==> src/rtl/alu_pkg.sv <==
// Shared opcode map, status bit positions and FSM encoding for the multicycle ALU.
package alu_pkg;

    localparam logic [3:0] OP_ADD  = 4'd0;
    localparam logic [3:0] OP_ADDC = 4'd1;
    localparam logic [3:0] OP_MUL  = 4'd2;
    localparam logic [3:0] OP_SUB  = 4'd3;
    localparam logic [3:0] OP_NOT  = 4'd4;
    localparam logic [3:0] OP_AND  = 4'd5;
    localparam logic [3:0] OP_OR   = 4'd6;
    localparam logic [3:0] OP_XOR  = 4'd7;
    localparam logic [3:0] OP_LSH  = 4'd8;
    localparam logic [3:0] OP_RSH  = 4'd9;
    localparam logic [3:0] OP_ALSH = 4'd10;
    localparam logic [3:0] OP_ARSH = 4'd11;
    localparam logic [3:0] OP_DIV  = 4'd12;
    localparam logic [3:0] OP_MOD  = 4'd13;

    localparam int STATUS_INDEX_CARRY    = 0;
    localparam int STATUS_INDEX_LOW      = 1;
    localparam int STATUS_INDEX_FLAG     = 2;
    localparam int STATUS_INDEX_ZERO     = 3;
    localparam int STATUS_INDEX_NEGATIVE = 4;

    typedef enum logic [1:0] {
        ST_IDLE = 2'd0,
        ST_BUSY = 2'd1,
        ST_DONE = 2'd2
    } state_t;

endpackage

==> src/rtl/alu_iter_muldiv.sv <==
// One-bit-per-cycle shift-add multiplier and (with ALU_DIV_EN) restoring divider
// sharing a hi/lo shift register pair and a down-counter.
module alu_iter_muldiv
    import alu_pkg::*;
#(
    parameter int WIDTH = 16
) (
    input  logic             clk,
    input  logic             reset,
    input  logic             start,
    input  logic [3:0]       opcode,
    input  logic [WIDTH-1:0] a,
    input  logic [WIDTH-1:0] b,
    output logic             done,
    output logic [WIDTH-1:0] result,
    output logic             ovf
);

    localparam int CW = $clog2(WIDTH);

    logic             active;
    logic [CW-1:0]    count;
    logic [3:0]       op_r;
    logic [WIDTH-1:0] hi, lo, op_a, op_b;
    logic [WIDTH-1:0] hi_nxt, lo_nxt, hi_signed;
    logic [WIDTH:0]   sum;

    always_comb begin
        hi_nxt = hi;
        lo_nxt = lo;
        sum    = '0;
`ifdef ALU_DIV_EN
        if (op_r != OP_MUL) begin
            // hi < divisor always holds, so bit WIDTH of the trial is its sign
            sum = {hi, lo[WIDTH-1]} - {1'b0, op_a};
            if (!sum[WIDTH]) begin
                hi_nxt = sum[WIDTH-1:0];
                lo_nxt = {lo[WIDTH-2:0], 1'b1};
            end else begin
                hi_nxt = {hi[WIDTH-2:0], lo[WIDTH-1]};
                lo_nxt = {lo[WIDTH-2:0], 1'b0};
            end
        end else
`endif
        begin
            sum    = {1'b0, hi} + (lo[0] ? {1'b0, op_b} : '0);
            hi_nxt = sum[WIDTH:1];
            lo_nxt = {sum[0], lo[WIDTH-1:1]};
        end
    end

    always_ff @(posedge clk) begin
        if (reset) begin
            active <= 1'b0;
            count  <= '0;
            op_r   <= OP_MUL;
            hi     <= '0;
            lo     <= '0;
            op_a   <= '0;
            op_b   <= '0;
        end else if (start) begin
            active <= 1'b1;
            count  <= CW'(WIDTH - 1);
            op_r   <= opcode;
            hi     <= '0;
            lo     <= (opcode == OP_MUL) ? a : b;
            op_a   <= a;
            op_b   <= b;
        end else if (active) begin
            hi <= hi_nxt;
            lo <= lo_nxt;
            if (count == '0) active <= 1'b0;
            else             count  <= count - 1'b1;
        end
    end

    assign done = active && (count == '0);

    // Signed high half from the unsigned product: subtract the operand cross terms.
    assign hi_signed = hi - (op_a[WIDTH-1] ? op_b : '0) - (op_b[WIDTH-1] ? op_a : '0);
    assign ovf       = (op_r == OP_MUL) && (hi_signed != {WIDTH{lo[WIDTH-1]}});
    assign result    = (op_r == OP_MOD) ? hi : lo;

endmodule

==> src/rtl/alu_multicycle.sv <==
// Handshaked CR16-compatible ALU with registered results and iterative MUL;
// DIV/MOD are built only when ALU_DIV_EN is defined.
//   state | meaning
//   IDLE  | no result held, ready for a request
//   BUSY  | iterative MUL/DIV/MOD in progress
//   DONE  | result valid and held until consumed
module alu_multicycle
    import alu_pkg::*;
#(
    parameter int WIDTH = 16,
    parameter int SHW   = $clog2(WIDTH)
) (
    input  logic             I_CLK,
    input  logic             I_RESET,
    input  logic             I_VALID,
    output logic             O_READY,
    input  logic [3:0]       I_OPCODE,
    input  logic [WIDTH-1:0] I_A,
    input  logic [WIDTH-1:0] I_B,
    input  logic             I_CIN,
    output logic             O_VALID,
    input  logic             I_READY,
    output logic [WIDTH-1:0] O_C,
    output logic [4:0]       O_STATUS
);

    state_t           state, state_nxt;
    logic [WIDTH-1:0] c_q, calc_c, iter_c, diff;
    logic [4:0]       status_q, calc_st, iter_st;
    logic [WIDTH:0]   sum;
    logic [SHW-1:0]   amt;
    logic             from_iter, accept, iter_req, is_divop, iter_done, iter_ovf, flags_std;

`ifdef ALU_DIV_EN
    assign is_divop = (I_OPCODE == OP_DIV) || (I_OPCODE == OP_MOD);
`else
    assign is_divop = 1'b0;
`endif

    // Divide-by-zero never enters the iterative unit; it completes like a single-cycle op.
    assign iter_req = (I_OPCODE == OP_MUL) || (is_divop && (I_A != '0));
    assign O_READY  = (state == ST_IDLE) || ((state == ST_DONE) && I_READY);
    assign accept   = I_VALID && O_READY;
    assign O_VALID  = (state == ST_DONE);
    assign amt      = I_A[SHW-1:0];

    always_comb begin
        calc_c    = '0;
        calc_st   = '0;
        sum       = '0;
        diff      = '0;
        flags_std = 1'b1;
        case (I_OPCODE)
            OP_ADD, OP_ADDC: begin
                sum    = {1'b0, I_B} + {1'b0, I_A} + {{WIDTH{1'b0}}, (I_OPCODE == OP_ADDC) & I_CIN};
                calc_c = sum[WIDTH-1:0];
                calc_st[STATUS_INDEX_CARRY]    = sum[WIDTH];
                calc_st[STATUS_INDEX_FLAG]     = (I_A[WIDTH-1] == I_B[WIDTH-1]) &&
                                                 (calc_c[WIDTH-1] != I_B[WIDTH-1]);
                calc_st[STATUS_INDEX_NEGATIVE] = calc_c[WIDTH-1];
            end
            OP_SUB: begin
                diff   = I_B - I_A;
                calc_c = diff;
                calc_st[STATUS_INDEX_LOW]      = (I_B < I_A);
                calc_st[STATUS_INDEX_NEGATIVE] = ($signed(I_B) < $signed(I_A));
                calc_st[STATUS_INDEX_FLAG]     = (I_A[WIDTH-1] != I_B[WIDTH-1]) &&
                                                 (diff[WIDTH-1] != I_B[WIDTH-1]);
            end
            OP_NOT, OP_AND, OP_OR, OP_XOR: begin
                case (I_OPCODE)
                    OP_NOT:  calc_c = ~I_A;
                    OP_AND:  calc_c = I_B & I_A;
                    OP_OR:   calc_c = I_B | I_A;
                    default: calc_c = I_B ^ I_A;
                endcase
                calc_st[STATUS_INDEX_NEGATIVE] = calc_c[WIDTH-1];
            end
            OP_LSH, OP_ALSH: calc_c = I_B << amt;
            OP_RSH:          calc_c = I_B >> amt;
            OP_ARSH:         calc_c = WIDTH'($signed(I_B) >>> amt);
`ifdef ALU_DIV_EN
            OP_DIV: begin
                calc_c = '1;
                calc_st[STATUS_INDEX_FLAG] = 1'b1;
            end
            OP_MOD: begin
                calc_c = I_B;
                calc_st[STATUS_INDEX_FLAG] = 1'b1;
            end
`endif
            OP_MUL: begin
            end
            default: flags_std = 1'b0;
        endcase
        if (flags_std) calc_st[STATUS_INDEX_ZERO] = (calc_c == '0);
    end

    alu_iter_muldiv #(.WIDTH(WIDTH)) u_iter (
        .clk    (I_CLK),
        .reset  (I_RESET),
        .start  (accept && iter_req),
        .opcode (I_OPCODE),
        .a      (I_A),
        .b      (I_B),
        .done   (iter_done),
        .result (iter_c),
        .ovf    (iter_ovf)
    );

    always_comb begin
        iter_st = '0;
        iter_st[STATUS_INDEX_FLAG] = iter_ovf;
        iter_st[STATUS_INDEX_ZERO] = (iter_c == '0);
    end

    always_comb begin
        state_nxt = state;
        case (state)
            ST_IDLE: if (I_VALID) state_nxt = iter_req ? ST_BUSY : ST_DONE;
            ST_BUSY: if (iter_done) state_nxt = ST_DONE;
            ST_DONE: if (I_READY) state_nxt = I_VALID ? (iter_req ? ST_BUSY : ST_DONE) : ST_IDLE;
            default: state_nxt = ST_IDLE;
        endcase
    end

    always_ff @(posedge I_CLK) begin
        if (I_RESET) begin
            state     <= ST_IDLE;
            c_q       <= '0;
            status_q  <= '0;
            from_iter <= 1'b0;
        end else begin
            state <= state_nxt;
            if (accept) begin
                from_iter <= iter_req;
                c_q       <= calc_c;
                status_q  <= calc_st;
            end
        end
    end

    assign O_C      = from_iter ? iter_c  : c_q;
    assign O_STATUS = from_iter ? iter_st : status_q;

endmodule

==> config.mk <==
export PLATFORM = sky130hd
export DESIGN_NAME = alu_multicycle
export DESIGN_NICKNAME = d
export VERILOG_FILES = /design/src/rtl/alu_pkg.sv /design/src/rtl/alu_iter_muldiv.sv /design/src/rtl/alu_multicycle.sv
export SDC_FILE = /design/constraint.sdc
export NUM_CORES = 1
export LEC_CHECK = 0
export ABC_AREA = 1
export BUFFER_PORTS_ARGS = -buffer_cell sky130_fd_sc_hd__buf_2
export CAP_MARGIN = 20
export CORE_ASPECT_RATIO = 0.9
export CORE_MARGIN = 8
export CORE_UTILIZATION = 30
export CTS_BUF_LIST = sky130_fd_sc_hd__clkbuf_8
export CTS_CLUSTER_SIZE = 16
export DETAILED_ROUTE_END_ITERATION = 7
export GPL_ROUTABILITY_DRIVEN = 1
export GPL_TIMING_DRIVEN = 0
export SYNTH_ARGS = -nofsm -noshare
export SYNTH_HDL_FRONTEND = slang
export SYNTH_HIERARCHICAL = 1
export SYNTH_SLANG_ARGS = --single-unit
==> constraint.sdc <==
create_clock -name I_CLK -period 5.21 [get_ports I_CLK]
set_clock_uncertainty 0.1 [all_clocks]
set_input_delay 1.042 -clock I_CLK [delete_from_list [all_inputs] [get_ports I_CLK]]
set_output_delay 1.042 -clock I_CLK [all_outputs]
set_load 0.05 [all_outputs]
==> run_results.csv, run 1 <==
group,metric,value,unit
pwr,pwr-share-comb,0.387,
yosys,syn-cell-area,11500,um2
min_path,min_path_type,"reg2reg",
pwr,leakagePower,6.78,nW
floorplanning,dieArea,44800,um2
placed_design,dp.cells,2618,
yosys,synth_top_area_share,0.201,
yosys,synth-edff-count,0,
grt,globalRouteOverflowTotal,0,
placed_design,gp_congestion,0.987,
critical_path,path_cells,"fa_1, inv_1, ha_1, inv_1, nand2_2, fa_2, nand3_1, nand2_1, nand3_1, nand3_1, nand2_1, nand2_1, o21ai_0, nand3_1, nor2_4, nor2_1, nand2_1, nand2_1, buf_4",
detailed_routing,drc,0,
yosys,synth_compound_area_frac,0.143,
yosys,ys_seq_area_frac,0.169,
cts,clock_latency,390,ps
pwr,power_frac_clock,0.249,
cts,root_buffer,"clkbuf_8",
yosys,synth_top_family_by_area,"simple AND/OR/NAND/NOR gates",
grt,grt_antenna_before_repair,0,
cts,clk_path_buf_depth,2,
detailed_routing,wl,48300,um
timing,final_max_slew_viol_count,0,
final_layout,area_delta_synth_final,10.5,%
timing,setup-violations-final,0,
cts,htree_num_levels,3,
floorplanning,core,38000,um2
final_layout,finalNonFillerCells,2638,
timing,worst_pin_slew,890,ps
pwr,p_per_area,170,nW/um2
yosys,syn_avg_cell_area,5.56,um2
pwr,p_sw_frac,0.431,
floorplanning,die_w,222,um
placed_design,dp_hpwl,39000,um
yosys,ys_ff_latch,97,
grt,grt_pass1_vias,12900,
cts,cts_tree,"yes",
yosys,synth_cells,2065,
timing,finalCritPeriodShare,0.945,
timing,setup_tns,0,ps
detailed_routing,drtAntennaViolNets,0,
floorplanning,io_pins,64,
placed_design,io_buffers,63,
flow_run,max_cap_violations,0,
final_layout,nets,2286,
yosys,synthSimpleGateAreaFrac,0.427,
detailed_routing,drtIter0Drc,1540,
status,status,"completed",
timing,holdWs,389,ps
final_layout,diodes,0,
pwr,power.switching,932,uW
final_layout,finish.utilization,0.334,
cts,clk_pin_slew,110,ps
floorplanning,fp.dieH,202,um
critical_path,critPathMaxFanout,4,
detailed_routing,first_pass_iters,6,
critical_path,crit_slowest_cell,"fa_1",
floorplanning,initial_core_util,0.302,
yosys,synth_area_leaders,"nand2_1 20%, dfxtp_1 17%, nand3_1 9.2%, ha_1 9.0%, inv_1 8.9%",
detailed_routing,vias,13900,
yosys,synth_fa_ha_area_frac,0.124,
yosys,synthMuxAreaShare,0,
critical_path,arrival,3780,ps
placed_design,place_area,12400,um2
yosys,yosys_warnings,6,
final_layout,final_area,12700,um2
cts,cts_sinks,97,
critical_path,end_kind,"primary output",
critical_path,critPathTopFamily,"simple AND/OR/NAND/NOR gates",
yosys,synthXorXnorAreaFrac,0.00992,
floorplanning,rows,68,
pwr,p_int,1.23,mW
critical_path,critPathKind,"reg2out",
critical_path,path_common_cell,"nand2_1",
yosys,yosysUniqueCellTypes,46,
yosys,synth_commonest_cells,"615 x nand2_1, 271 x inv_1, 262 x nor2_1",
timing,fin_crit,4920,ps
pwr,ir_drop,0.130,mV
yosys,syn_nets,2208,
timing,finalHoldViolCount,0,
critical_path,cp.required,4070,ps
grt,grt_usage,0.210,
timing,relSlewSlack,0.405,
yosys,synth_top_area_cell,"nand2_1",
pwr,sequentialPowerShare,0.364,
critical_path,cp-start-kind,"flip-flop",
yosys,synth-async-reset-ratio,0,
cts,cts_buffers,9,
critical_path,crit_buf_inv,3,
detailed_routing,vias_per_cell,5.25,
yosys,yosys.cell_count.top_type,"nand2_1",
critical_path,crit_path_max_incr_delay,590,ps
detailed_routing,wl_per_cell,18.3,um
final_layout,drive_gt1_frac,0.0810,
yosys,synthFlopType,"dfxtp_1",
grt,grt_pass1_wl,74200,um
timing,max_clock_freq,203,MHz
grt,grt_max_degree,19,
-- sequential cells by signal (all words and copies together), names as in the netlist --
signal / count
from_iter: 1
u_iter/hi: 16
u_iter/op_r: 4
status_q: 5
c_q: 16
state: 2
u_iter/active: 1
u_iter/lo: 16
u_iter/op_b: 16
u_iter/op_a: 16
u_iter/count: 4
-- per-stage QoR --
step,power (mW),setup WS [ps]
2_1_floorplan,1.34,737
3_3_place_gp,1.60,-201
3_5_place_dp,1.61,-229
4_1_cts,2.15,9.63
5_1_grt,2.28,-0.674
6_report,2.16,288
-- worst min-delay path, cell delays in order, from the launching register on --
cell	delay, ps
dfxtp_1	330
nand2_1	60
a21oi_1	60
-- final timing paths --
check	start	endpoint	slack, ps	cells after the start
max reg2reg	state[1]	u_iter/op_r[1]	2060	13
min reg2reg	status_q[4]	status_q[4]	390	2
min	status_q[4]	status_q[4]	390	2
max	u_iter/hi[0]	O_STATUS[2]	290	19
-- final cells by class --
class / instances / area (um2)
fillers: 4265 / 25300
multi-input cells: 1601 / 8090
flip-flops and latches: 97 / 1950
inverters: 285 / 1070
well taps: 490 / 613
plain buffers: 79 / 380
repair buffers: 70 / 370
clock buffers: 9 / 124
clock inverters: 7 / 86.3
-- per-layer routing --
layer / up-vias / GRT usage / share of wire
met1: 6360 / 0.299 / 0.46
met4: 0 / 0.0733 / 0.035
met3: 91 / 0.0333 / 0.087
met5: - / 0 / 0
met2: 674 / 0.316 / 0.41
li1: 6726 / - / -
-- cell usage in the layout (no fill, tap or decap), drive strengths merged, types with 19 or more instances in the layout --
cell / count
nor2: 272
dfxtp: 97
ha: 83
a21oi: 130
clkbuf: 49
nand3: 214
nand2: 631
buf: 109
fa: 19
inv: 282
nand4: 27
o21ai: 159
-- kinds of logic (layout without fill, tap and decap cells) --
family / count (synthesis) / count (layout)
fa+ha+maj: 102 / 102
simple gates: 1174 / 1174
flops: 97 / 97
compound gates: 312 / 312
xor+xnor: 13 / 13
buf+inv: 367 / 450
-- power by group through the flow --
stage,Combinational (mW),Clock (mW),Sequential [mW]
global placement,0.801,0,0.803
detailed placement,0.806,0,0.803
finish,0.836,0.539,0.786
global route,0.920,0.572,0.789
floorplan,0.540,0,0.796
CTS,0.815,0.550,0.786
-- what timing repair did --
action / 4_1_cts / 5_1_grt
hold buffers: 0 / 0
gates resized for setup: 10 / 3
hold endpoints to repair: 0 / 0
setup endpoints to repair: 1 / 1
setup buffers: 0 / 7
pin swaps: 1 / 2
Power figures use the tool's default switching activity.
==> run 2: changes to the inputs <==
==> constraint.sdc (replaced) <==
create_clock -name I_CLK -period 5.21 [get_ports I_CLK]
set_clock_uncertainty 0.1 [all_clocks]
set_input_delay 0.2605 -clock I_CLK [delete_from_list [all_inputs] [get_ports I_CLK]]
set_output_delay 0.2605 -clock I_CLK [all_outputs]
set_load 0.05 [all_outputs]
==> run 2 against run 1 <==
Compared with the run above: first-iteration DRC count decreased by 5.6%; count of clock-buffer cells in the layout stayed put; power shrank 0.18%; clock power about the same; largest cell class unchanged.
==> run_results.csv, run 2 (synthesis results as in run 1) <==
group,metric,value,unit
grt,grt_pass1_vias,12900,
detailed_routing,vias_per_cell,5.23,
pwr,power,2.16,mW
floorplanning,initial_core_util,0.302,
placed_design,io_buffers,63,
min_path,hold_path_end,"u_iter/op_r[3]",
final_layout,layout_commonest_cell,"nand2_1",
final_layout,nFillCells,4272,
cts,clk_pin_slew,110,ps
critical_path,rrSetupSlack,2060,ps
min_path,hold_depth,3,
timing,holdWs,122,ps
cts,htree_num_levels,3,
critical_path,critPathKind,"reg2out",
final_layout,mostFrequentLayoutCells,"615 x nand2_1, 271 x inv_1, 261 x nor2_1",
timing,rsz0062_at_grt,"no",
placed_design,gp_congestion,0.987,
pwr,pwr-share-comb,0.385,
timing,setup_tns,0,ps
placed_design,place_area,12400,um2
detailed_routing,drc,0,
grt,globalRouteOverflowTotal,0,
pwr,sequentialPowerShare,0.365,
grt,grt_usage,0.210,
placed_design,dp_hpwl,39000,um
critical_path,reg2reg_depth,13,
status,status,"completed",
critical_path,crit_start,"u_iter/op_b[15]",
placed_design,dpl_worst_slack,552,ps
final_layout,diodes,0,
detailed_routing,wl,48200,um
critical_path,arrival,4420,ps
cts,clk_path_buf_depth,2,
timing,finalHoldViolCount,0,
pwr,p_sw_frac,0.431,
pwr,power.switching,930,uW
critical_path,end_kind,"primary output",
final_layout,area_delta_synth_final,9.93,%
timing,final_max_slew_viol_count,0,
final_layout,drive_gt1_frac,0.0765,
timing,finalCritPeriodShare,0.918,
grt,grt_max_degree,19,
detailed_routing,wl_per_cell,18.3,um
cts,clock_latency,390,ps
pwr,power_frac_clock,0.250,
final_layout,finalNonFillerCells,2633,
timing,setup-violations-final,0,
timing,worst_pin_slew,919,ps
timing,fin_crit,4780,ps
critical_path,critPathMaxFanout,10,
cts,cts_tree,"yes",
detailed_routing,drtIter0Drc,1454,
floorplanning,fp.dieH,202,um
timing,fin_ws,428,ps
floorplanning,dieArea,44800,um2
cts,post_cts_buffers,0,
pwr,leakagePower,6.76,nW
flow_run,max_cap_violations,0,
min_path,min_path_type,"in2reg",
floorplanning,core,38000,um2
cts,root_buffer,"clkbuf_8",
cts,cts_sinks,97,
critical_path,cp-start-kind,"flip-flop",
detailed_routing,vias,13800,
timing,relSlewSlack,0.385,
critical_path,r2r_start,"state[1]",
cts,cts_buffers,9,
detailed_routing,first_pass_iters,8,
detailed_routing,drtAntennaViolNets,0,
pwr,p_int,1.23,mW
final_layout,nets,2281,
floorplanning,rows,68,
final_layout,finish.utilization,0.332,
min_path,holdCritStartpoint,"I_OPCODE[3]",
floorplanning,die_w,222,um
cts,ctsHoldBuffers,0,
pwr,ir_drop,0.130,mV
timing,max_clock_freq,209,MHz
grt,grt_antenna_before_repair,0,
floorplanning,io_pins,64,
pwr,p_per_area,171,nW/um2
placed_design,dp.cells,2618,
grt,grt_pass1_wl,74100,um
critical_path,r2r-end,"u_iter/op_r[1]",
final_layout,final_area,12600,um2
critical_path,cp.required,4850,ps
-- run 2: power groups by stage --
stage	Clock, mW	Combinational, mW	Sequential, mW
final	0.539	0.830	0.787
after detailed placement	0	0.806	0.803
after CTS	0.550	0.810	0.786
after global placement	0	0.801	0.803
after global routing	0.573	0.914	0.790
after floorplan	0	0.540	0.796
-- run 2: worst max-delay path, cell delays in order, from the launching register on --
cell and delay [ps]:
dfxtp_1 560, clkbuf_2 280, nand2_1 90, fa_1 510
inv_1 50, ha_1 170, inv_1 50, nand2_1 130
fa_1 500, nand3_1 140, nand2_1 110, nand3_1 110
nand3_1 70, nand2_1 60, nand2_1 80, o21ai_0 200
nand3_1 120, nor2_2 270, nor2_1 130, nand2_1 90
nand2_1 80, buf_2 220
-- run 2: per-layer routing --
layer,vias up,GRT usage,share of wire
li1,6717,-,-
met3,97,0.0333,0.085
met1,6336,0.299,0.47
met2,627,0.316,0.41
met5,-,0,0
met4,0,0.0733,0.037
-- run 2: cell type report --
type                       instances  area, um2  share of cell area
buffer                            81        390              0.0309
sequential                        97       1940               0.154
tap                              490        613              0.0486
clock buffer                       9        124             0.00981
inverter                         285       1070              0.0850
multi-input combinational       1601       8080               0.640
clock inverter                     7       86.3             0.00684
timing repair buffer              63        315              0.0250
-- run 2: what timing repair did --
| action | CTS | global route |
|---|---|---|
| resized for setup | 0 | 5 |
| endpoints found under the hold margin | 0 | 0 |
| endpoints found under the setup margin | 0 | 1 |
-- run 2: worst max path at each step --
stage	cells past startpoint	end
2_1_floorplan	22	O_STATUS[2]
3_3_place_gp	22	O_STATUS[2]
3_5_place_dp	22	O_STATUS[2]
4_1_cts	22	O_STATUS[2]
5_1_grt	23	O_STATUS[2]
6_report	21	O_STATUS[2]
